## config.mk

```make
export PLATFORM = sky130hd
export DESIGN_NAME = spi_controller
export DESIGN_NICKNAME = d
export VERILOG_FILES = /design/src/rtl/spi_controller.sv
export SDC_FILE = /design/constraint.sdc
export NUM_CORES = 1
export LEC_CHECK = 0
export ABC_CLOCK_PERIOD_IN_PS = 2600
export CAP_MARGIN = 20
export CELL_PAD_IN_SITES_DETAIL_PLACEMENT = 1
export CELL_PAD_IN_SITES_GLOBAL_PLACEMENT = 1
export CORE_ASPECT_RATIO = 0.6
export CORE_MARGIN = 2
export CORE_UTILIZATION = 30
export DETAILED_ROUTE_END_ITERATION = 6
export GPL_ROUTABILITY_DRIVEN = 0
export GPL_TIMING_DRIVEN = 0
export PLACE_DENSITY_LB_ADDON = 0.1
export SYNTH_ARGS = -nofsm -noshare
export SYNTH_HDL_FRONTEND = slang
export SYNTH_SLANG_ARGS = --single-unit
```

## constraint.sdc

```tcl
create_clock -name clk -period 2.6 [get_ports clk]
set_input_delay 0.52 -clock clk [delete_from_list [all_inputs] [get_ports clk]]
set_output_delay 0.52 -clock clk [all_outputs]
set_load 0.03 [all_outputs]
```

## src/rtl/spi_controller.sv

```systemverilog
// spi_controller: SPI mode-0 initiator that sends one {rw, addr[6:0], wdata[7:0]} frame MSB first per request
// Ports:
//   clk, rst_n         system clock, synchronous active-low reset
//   start, rw, addr,   request strobe (sampled only in IDLE) and frame fields
//   wdata
//   cipo               serial data from the peripheral, sampled on each SCLK rise
//   busy, done         busy from acceptance until the done cycle; done is a one-cycle completion pulse
//   rdata              last 8 CIPO bits of the most recent frame
//   sclk, copi, ncs    SPI pins (sclk idles low, ncs active low)
module spi_controller #(
  parameter int CLK_DIV = 8
) (
  input  logic       clk,
  input  logic       rst_n,
  input  logic       start,
  input  logic       rw,
  input  logic [6:0] addr,
  input  logic [7:0] wdata,
  input  logic       cipo,
  output logic       busy,
  output logic       done,
  output logic [7:0] rdata,
  output logic       sclk,
  output logic       copi,
  output logic       ncs
);
  localparam int DW = $clog2(CLK_DIV);
  typedef enum logic [2:0] {IDLE, SETUP, SHIFT_HI, SHIFT_LO, HOLD, GAP} state_t;
  state_t state, state_d;
  logic [15:0] tx_shift;
  logic [7:0] rx_shift;
  logic [4:0] bit_cnt;
  logic [DW-1:0] div_cnt;
  logic phase_end;
  assign phase_end = div_cnt == DW'(CLK_DIV - 1);
  always_comb begin
    state_d = state;
    case (state)
      IDLE:     state_d = start ? SETUP : IDLE;
      SETUP:    state_d = phase_end ? SHIFT_HI : SETUP;
      SHIFT_HI: state_d = phase_end ? SHIFT_LO : SHIFT_HI;
      SHIFT_LO: state_d = !phase_end ? SHIFT_LO : (bit_cnt == 5'd16 ? HOLD : SHIFT_HI);
      HOLD:     state_d = phase_end ? GAP : HOLD;
      GAP:      state_d = phase_end ? IDLE : GAP;
      default:  state_d = IDLE;
    endcase
  end
  always_ff @(posedge clk) begin
    if (!rst_n) state <= IDLE;
    else state <= state_d;
  end
  always_ff @(posedge clk) begin
    if (!rst_n) begin
      tx_shift <= '0;
      rx_shift <= '0;
      bit_cnt  <= '0;
      div_cnt  <= '0;
      busy     <= 1'b0;
      done     <= 1'b0;
      rdata    <= '0;
      sclk     <= 1'b0;
      copi     <= 1'b0;
      ncs      <= 1'b1;
    end else begin
      div_cnt <= (state == IDLE || state_d != state) ? '0 : div_cnt + 1'b1;
      done    <= 1'b0;
      if (state == IDLE && start) begin
        tx_shift <= {rw, addr, wdata};
        copi     <= rw;
        bit_cnt  <= '0;
        busy     <= 1'b1;
        ncs      <= 1'b0;
      end
      // every entry into SHIFT_HI is an SCLK rise: sample CIPO there
      if (state_d == SHIFT_HI && state != SHIFT_HI) begin
        sclk     <= 1'b1;
        rx_shift <= {rx_shift[6:0], cipo};
      end
      // falling edge: advance to the next tx bit unless the 16th bit was just sent
      if (state == SHIFT_HI && phase_end) begin
        sclk    <= 1'b0;
        bit_cnt <= bit_cnt + 1'b1;
        if (bit_cnt != 5'd15) begin
          tx_shift <= {tx_shift[14:0], tx_shift[15]};
          copi     <= tx_shift[14];
        end
      end
      if (state == HOLD && phase_end) ncs <= 1'b1;
      if (state == GAP && phase_end) begin
        done  <= 1'b1;
        busy  <= 1'b0;
        rdata <= rx_shift;
        copi  <= 1'b0;
      end
    end
  end
endmodule

```

==> impl_summary.txt, run 1 <==
----------------------------------------------------
[Synth]
  Flip-flop and latch count after synthesis ... 48
  Synthesized-area fraction occupied by ao, oa, aoi and oai cells ... 18.5%
  Mux cell area share after synthesis ... 4.01%
  Yosys Warn Count ... 0
  Sequential element share of the synthesized area ... 42.8%
  Most area-consuming cells after synthesis ... sky130_fd_sc_hd__dfxtp_1 (43%), sky130_fd_sc_hd__nand2_1 (11%), sky130_fd_sc_hd__a311oi_2 (6.7%), sky130_fd_sc_hd__mux2i_1 (4.0%), sky130_fd_sc_hd__nor3_1 (4.0%)
  Xor and xnor area share after synthesis ... 0%
  Share of flip-flops with an asynchronous set or reset ... 0%
  Synthesized net count ... 279
  Dominant combinational cell family by area after synthesis ... simple AND/OR/NAND/NOR gates
  Adder-Cell Fraction of Synth Area ... 2.78%
  Mapped cell area ... 2250 sq um
  Average cell area after synthesis ... 8.85 sq um
  Simple-Gate Fraction of Synth Area ... 24.6%
  Count of different cell masters after synthesis ... 37
  Synthesized instance count ... 254
  Yosys top cell area share ... 42.8%
  Cell type with the highest aggregate area in the netlist ... sky130_fd_sc_hd__dfxtp_1
  Post-synth EDFFs ... 0
  Ys flop type ... sky130_fd_sc_hd__dfxtp_1

[Run status]
  Status ... completed

[Critical path]
  CP max stage delay ... 0.46 ns
  Worst-path maximum fanout ... 10
  Crit-path cells ... ha_1, and3_1, ha_1, clkbuf_1, clkbuf_1, nor3_1, a311oi_2
  Required time of the critical path ... 2.80 ns
  Cell with the largest stage delay on the worst path ... sky130_fd_sc_hd__clkbuf_1
  Startpoint-to-endpoint class of the critical path ... register to register
  Category of the worst setup path launch point ... register
  Data arrival at the endpoint of the critical path ... 2.40 ns
  CP endpoint kind ... register

[Worst hold path]
  Min-delay worst type ... register to register

[Timing]
  Setup repair after global routing missed its margin ... no
  Number of hold violations in the final report ... 0
  Max Transition Viols Final ... 0
  Smallest hold slack ... 0.451 ns
  Final setup violation count ... 0
  Sum Neg Setup Slack ... 0 ns
  Period utilisation layout ... 84.6%
  Actual slew at the worst max-slew pin ... 0.672 ns
  Final setup skew ... 0.00564 ns
  Fmax ... 454 MHz
  Post-route minimum period ... 2.20 ns
  Max-slew headroom ... 55.2%

[Flow run]
  # Max-Cap Violations ... 0

[Clock network]
  Maximum number of buffers from clock root to sink ... 2
  Number of buffers added by the clock tree synthesis step ... 5
  Clock Latency Late Sink ... 0.29 ns
  Cts hold-fix bufs ... 0
  Clock tree root driver cell ... sky130_fd_sc_hd__clkbuf_16
  Number of instances resized during post-cts repair ... 0
  Number of H-tree levels ... 2
  Count of clock tree sinks ... 48
  Clock tree from TritonCTS ... built
  Post-CTS Repair Setup Buffers ... 0
  Clock-pin slew of the registers on the worst-case setup and hold paths ... 0.07 ns

[Final layout]
  Leading cell type in the layout, fill and taps excluded ... sky130_fd_sc_hd__nand2_1
  Final Core Density ... 39.4%
  Syn-to-layout area delta ... 27.3%
  Commonest non-fill, non-tap cells in the layout ... sky130_fd_sc_hd__nand2_1 (68), sky130_fd_sc_hd__dfxtp_1 (48), sky130_fd_sc_hd__clkdlybuf4s50_1 (32)
  Nets@finish ... 318
  FILL cells ... 876
  Proportion of layout cells with a drive suffix above 1 ... 10.9%
  Count of inserted antenna diode cells ... 0

[Floorplanning]
  DIE AREA ... 8220 sq um
  DIE WIDTH ... 116 um
  Die boundary height ... 71.0 um
  Starting density of the core ... 30.9%
  Top-level port count ... 33
  Core area ... 7270 sq um
  Number of placement rows ... 24

[Route]
  Vias after detailed routing ... 1952
  Initial DRC Count ... 67
  Remaining design rule violation count ... 0
  Vias per cell ... 4.90
  Detail Route Antenna Nets ... 0
  Number of search-and-repair iterations in the first detailed-routing pass ... 4
  Drt total wl ... 6.09 mm
  Wirelength per Cell ... 15.3 um

[Placement]
  Number of I/O port buffers ... 32
  Final HPWL from detailed placement ... 4.43 mm

[Global routing]
  Vias in the first global route ... 2024
  GRT Total Usage ... 16.5%
  Maximum number of pins on one net before global-route repair ... 15
  Initial antenna violation count ... 0
  Global-route wire length before repair ... 10.6 mm
  Gr ovfl total ... 0

[Power and ir drop]
  Leakage component of the power ... 1.05 nW
  Power, Total ... 0.00164 W
  Peak ir drop on the vdd network ... 0.336 mV
  Power density relative to cell area ... 572 nW/um^2

----------------------------------------------------
-- metal layers --
metal	up-vias	routed length (um)	part of all wire, %	GRT usage [%]
li1	977	-	-	-
met1	948	3500	58	25.7
met5	-	0	0	0
met3	2	173	2.8	4.20
met2	25	2370	39	22.5
met4	0	44	0.72	3.57
-- flip-flops by register name (all words and copies together) (netlist names) --
name and cells:
copi 1, sclk 1, rdata 8, tx_shift 16
bit_cnt 5, rx_shift 8, done 1, state 3
ncs 1, div_cnt 3, busy 1
-- power breakdown --
group / internal (W) / leakage, nW / switching [W]
registers: 0.000755 / 0.390 / 0.0000103
clock network: 0.000453 / 0.0808 / 0.000280
logic: 0.0000679 / 0.581 / 0.0000699
total: 0.00128 / 1.05 / 0.000361
-- cell type report --
cell class	count	area [sq um]	area share [%]
plain buffers	22	139	4.85
clock buffers	6	129	4.50
clock inverters	2	35.0	1.22
inverters	7	26.3	0.918
multi-input cells	177	1120	39.2
flip-flops and latches	48	961	33.6
well taps	104	130	4.55
repair buffers	32	320	11.2
-- worst max-delay path, delay by kind of cell (launching register included) --
family | cells | cell delay [ns]
buffers and inverters | 2 | 0.76
DFF | 1 | 0.40
adders and majority gates | 2 | 0.35
and+or+nand+nor | 2 | 0.32
AOI/OAI and AO/OA | 1 | 0.28
-- Yosys cell counts, types with 4 or more instances --
cell / number
sky130_fd_sc_hd__nand2_1: 68
sky130_fd_sc_hd__dfxtp_1: 48
sky130_fd_sc_hd__nor3_1: 18
sky130_fd_sc_hd__a21oi_1: 15
sky130_fd_sc_hd__a311oi_2: 10
sky130_fd_sc_hd__a311oi_1: 9
sky130_fd_sc_hd__mux2i_1: 9
sky130_fd_sc_hd__clkbuf_1: 8
sky130_fd_sc_hd__inv_1: 7
sky130_fd_sc_hd__buf_2: 6
sky130_fd_sc_hd__nand3_1: 6
sky130_fd_sc_hd__buf_6: 5
sky130_fd_sc_hd__ha_1: 5
sky130_fd_sc_hd__nor2_1: 5
sky130_fd_sc_hd__nand2b_1: 4
-- through the flow --
| step | setup slack (ns) | instance area [sq um] | std cells |
|---|---|---|---|
| final | 0.399 | 2860 | 398 |
| after global routing | 0.197 | 2860 | 398 |
| after CTS | 0.382 | 2860 | 398 |
| after detailed placement | 0.269 | 2700 | 390 |
| after global placement | 0.316 | 2700 | 390 |
| after floorplan | 0.869 | 2250 | 254 |
-- path summary, 6_finish.rpt --
kind               from           end  slack, ns  cells after the start
max          bit_cnt[1]  tx_shift[10]       0.40                      7
min reg2reg  div_cnt[0]    div_cnt[0]       0.45                      1
min          div_cnt[0]    div_cnt[0]       0.45                      1
max reg2reg  bit_cnt[1]  tx_shift[10]       0.40                      7
-- cells by family (layout without fill, tap and decap cells) --
family,count (synthesis),count (layout)
buf+inv,29,69
mux,9,9
simple gates,115,115
flops,48,48
compound gates,48,48
fa+ha+maj,5,5
Note: power is estimated with default switching activity, not from simulation.
==> run 2, diff against run 1 <==
--- a/config.mk
+++ b/config.mk
@@ -5,7 +5,7 @@
 export SDC_FILE = /design/constraint.sdc
 export NUM_CORES = 1
 export LEC_CHECK = 0
-export ABC_CLOCK_PERIOD_IN_PS = 2600
+export ABC_CLOCK_PERIOD_IN_PS = 1900
 export CAP_MARGIN = 20
 export CELL_PAD_IN_SITES_DETAIL_PLACEMENT = 1
 export CELL_PAD_IN_SITES_GLOBAL_PLACEMENT = 1
==> constraint.sdc (replaced) <==
create_clock -name clk -period 1.9 [get_ports clk]
set_input_delay 0.38 -clock clk [delete_from_list [all_inputs] [get_ports clk]]
set_output_delay 0.38 -clock clk [all_outputs]
set_load 0.03 [all_outputs]
==> run 2 against run 1 <==
Effect of this change:
- first-iteration DRC count decreased by 7.5%
- worst setup slack worse by 0.28 ns
- highest routed layer unchanged
- largest power group unchanged
- clock-buffer cell count stayed put
- power rose by 37%
- cell count increased by 0.50%
- sequential power is 37% higher
- non-clock buffer count is 2 higher
- combinational power grew 41%
- worst hold slack got worse by 0.00055 ns
- critical endpoint is now sclk
==> impl_summary.txt, run 2 (same netlist as run 1, synthesis figures left out) <==
----------------------------------------------------
[Run status]
  Status ... completed

[Final layout]
  Max FFs per register ... 16 (unchanged)
  Combined area of the multi-input logic cells ... 1150 sq um (+2.7%)
  Largest register by flop count ... tx_shift
  Commonest non-fill, non-tap cells in the layout ... sky130_fd_sc_hd__nand2_1 (68), sky130_fd_sc_hd__dfxtp_1 (46), sky130_fd_sc_hd__clkdlybuf4s50_1 (32)
  Count of inserted antenna diode cells ... 0 (unchanged)
  Non-Filler Instances ... 400 (+0.50%)
  FILL cells ... 874 (-0.23%)
  Area taken by flip-flops and latches ... 963 sq um (+0.26%)
  Nets@finish ... 320 (+0.63%)
  Proportion of layout cells with a drive suffix above 1 ... 14.2% (+3.3 points)
  Top flop regs ... tx_shift: 16 flops, rdata: 8 flops, rx_shift: 8 flops
  Syn-to-layout area delta ... 30.3%
  Leading cell type in the layout, fill and taps excluded ... sky130_fd_sc_hd__nand2_1

[Clock network]
  Number of buffers added by the clock tree synthesis step ... 5 (unchanged)
  Number of H-tree levels ... 2 (unchanged)
  Clock tree root driver cell ... sky130_fd_sc_hd__clkbuf_16
  Count of clock tree sinks ... 48 (unchanged)
  Clock-pin slew of the registers on the worst-case setup and hold paths ... 0.07 ns (about the same)
  Clock Latency Late Sink ... 0.29 ns (about the same)
  Clock tree from TritonCTS ... built
  Maximum number of buffers from clock root to sink ... 2 (unchanged)

[Route]
  Number of search-and-repair iterations in the first detailed-routing pass ... 4 (unchanged)
  Initial DRC Count ... 62 (-7.5%)
  Detail Route Antenna Nets ... 0 (unchanged)
  Remaining design rule violation count ... 0 (unchanged)
  Vias per cell ... 4.95 (+0.98%)
  Vias after detailed routing ... 1981 (+1.5%)
  Wirelength per Cell ... 15.4 um (+0.55%)
  Drt total wl ... 6.15 mm (+1.1%)

[Flow run]
  # Max-Cap Violations ... 0 (unchanged)

[Critical path]
  Startpoint of the lowest-slack register-to-register path ... div_cnt[0]
  FF-to-FF End ... sclk
  Critical path startpoint ... div_cnt[0]
  Startpoint-to-endpoint class of the critical path ... register to register
  Crit-path cells ... ha_1, ha_4, buf_4, nand2_1, a211o_1, buf_4, a211oi_2
  Crit path capture ... sclk
  Category of the worst setup path launch point ... register
  Largest delay contributor family on the critical path ... compound AO/OA/AOI/OAI gates
  Register-to-Register Setup Slack ... 0.12 ns (-0.28 ns)
  CP max stage delay ... 0.35 ns (-0.11 ns)
  Required time of the critical path ... 2.11 ns (-0.69 ns)
  Data arrival at the endpoint of the critical path ... 1.99 ns (-0.41 ns)
  Critical path buffers and inverters ... 2 (unchanged)
  Worst r2r path cells ... 7 (unchanged)
  CP endpoint kind ... register
  WP depth ... 7 (unchanged)
  Worst-path maximum fanout ... 10 (unchanged)
  Cell mode on critical path ... sky130_fd_sc_hd__buf_4
  Cell with the largest stage delay on the worst path ... sky130_fd_sc_hd__dfxtp_1

[Timing]
  Smallest hold slack ... 0.450 ns (-0.000550 ns)
  Actual slew at the worst max-slew pin ... 0.709 ns (+0.0370 ns)
  Fmax ... 563 MHz (+24%)
  Max-slew headroom ... 52.7% (-2.5 points)
  Final setup violation count ... 0 (unchanged)
  Final setup skew ... 0.00698 ns (+0.00134 ns)
  Max Transition Viols Final ... 0 (unchanged)
  Period utilisation layout ... 93.6% (+8.9 points)
  Number of hold violations in the final report ... 0 (unchanged)
  Post-route minimum period ... 1.78 ns (-0.423 ns)

[Worst hold path]
  Min-delay worst type ... register to register

[Floorplanning]
  Core area ... 7270 sq um (unchanged)
  DIE WIDTH ... 116 um (unchanged)
  Top-level port count ... 33 (unchanged)
  Die boundary height ... 71.0 um (unchanged)
  Number of placement rows ... 24 (unchanged)
  Starting density of the core ... 30.9% (unchanged)
  DIE AREA ... 8220 sq um (unchanged)

[Placement]
  Final HPWL from detailed placement ... 4.43 mm (unchanged)
  Number of cells after detailed placement ... 390 (unchanged)
  Number of I/O port buffers ... 32 (unchanged)

[Global routing]
  Vias in the first global route ... 2031 (+0.35%)
  Maximum number of pins on one net before global-route repair ... 15 (unchanged)
  Initial antenna violation count ... 0 (unchanged)
  Global-route wire length before repair ... 10.6 mm (+0.27%)
  GRT Total Usage ... 16.5% (+0.018 points)
  Gr ovfl total ... 0 (unchanged)

[Power and ir drop]
  Peak ir drop on the vdd network ... 0.459 mV (+37%)
  Leakage component of the power ... 1.08 nW (+2.3%)
  Power density relative to cell area ... 768 nW/um^2 (+34%)

----------------------------------------------------
-- run 2: cell types whose count changed in the layout (fill, tap and decap cells not counted), moves of 2 or more --
cell,delta
sky130_fd_sc_hd__buf_4,+4
sky130_fd_sc_hd__dfxtp_2,+2
sky130_fd_sc_hd__dfxtp_1,-2
sky130_fd_sc_hd__clkbuf_1,-3
sky130_fd_sc_hd__ha_1,-2
sky130_fd_sc_hd__ha_4,+2
-- run 2: metrics by stage --
step	cell area (sq um)	utilization, %	worst slack, ns	power, W	TNS, ns
floorplan	2250	-	0.169	0.00118	0
global placement	2700	37.1	-0.278	0.00126	-3.98
detailed placement	2700	37.1	-0.304	0.00126	-3.82
CTS	2880	39.7	0.00180	0.00227	0
global route	2930	40.3	-0.0164	0.00235	-0.0164
finish	2930	40.3	0.122	0.00225	0
-- run 2: tightest hold or removal path, cell delays in order (launching register included) --
cell and delay (ns):
sky130_fd_sc_hd__dfxtp_1 0.31, sky130_fd_sc_hd__nand2_1 0.05, sky130_fd_sc_hd__a21oi_1 0.05
-- run 2: cell type report --
type                    count  area share, %
clock buffers               6           4.40
inverters                   7          0.897
well taps                 104           4.44
repair buffers             36           12.0
clock inverters             2           1.20
flip-flops and latches     48           32.9
plain buffers              20           4.87
multi-input cells         177           39.3
-- run 2: worst min-delay path by stage --
stage,to,from,cells past startpoint,slack (ns)
3_5_place_dp,div_cnt[0],div_cnt[0],1,0.44
5_1_grt,rdata[6],rx_shift[6],2,0.48
6_report,rdata[5],rx_shift[5],2,0.45
2_1_floorplan,div_cnt[0],div_cnt[0],1,0.41
3_3_place_gp,rdata[4],rx_shift[4],2,0.44
4_1_cts,div_cnt[0],div_cnt[0],1,0.45
-- run 2: metal layers --
metal	vias to the layer above	global-route usage [%]	wire, um
met1	973	25.8	3580
met4	0	3.57	44
met3	2	4.20	151
met2	23	22.4	2380
met5	-	0	0
li1	983	-	-
-- run 2: what timing repair did --
action	in CTS	in global routing
endpoints found under the setup margin	14	24
gates resized for setup	4	8
hold buffers	0	0
setup buffers	2	2
pin swaps	1	0
-- run 2: where the power goes --
part / internal (W) / total, W / leakage, nW / switching, W
clock network: 0.000620 / 0.00101 / 0.0808 / 0.000386
logic: 0.0000966 / 0.000194 / 0.604 / 0.0000971
registers: 0.00103 / 0.00105 / 0.391 / 0.0000143
total: 0.00175 / 0.00225 / 1.08 / 0.000498
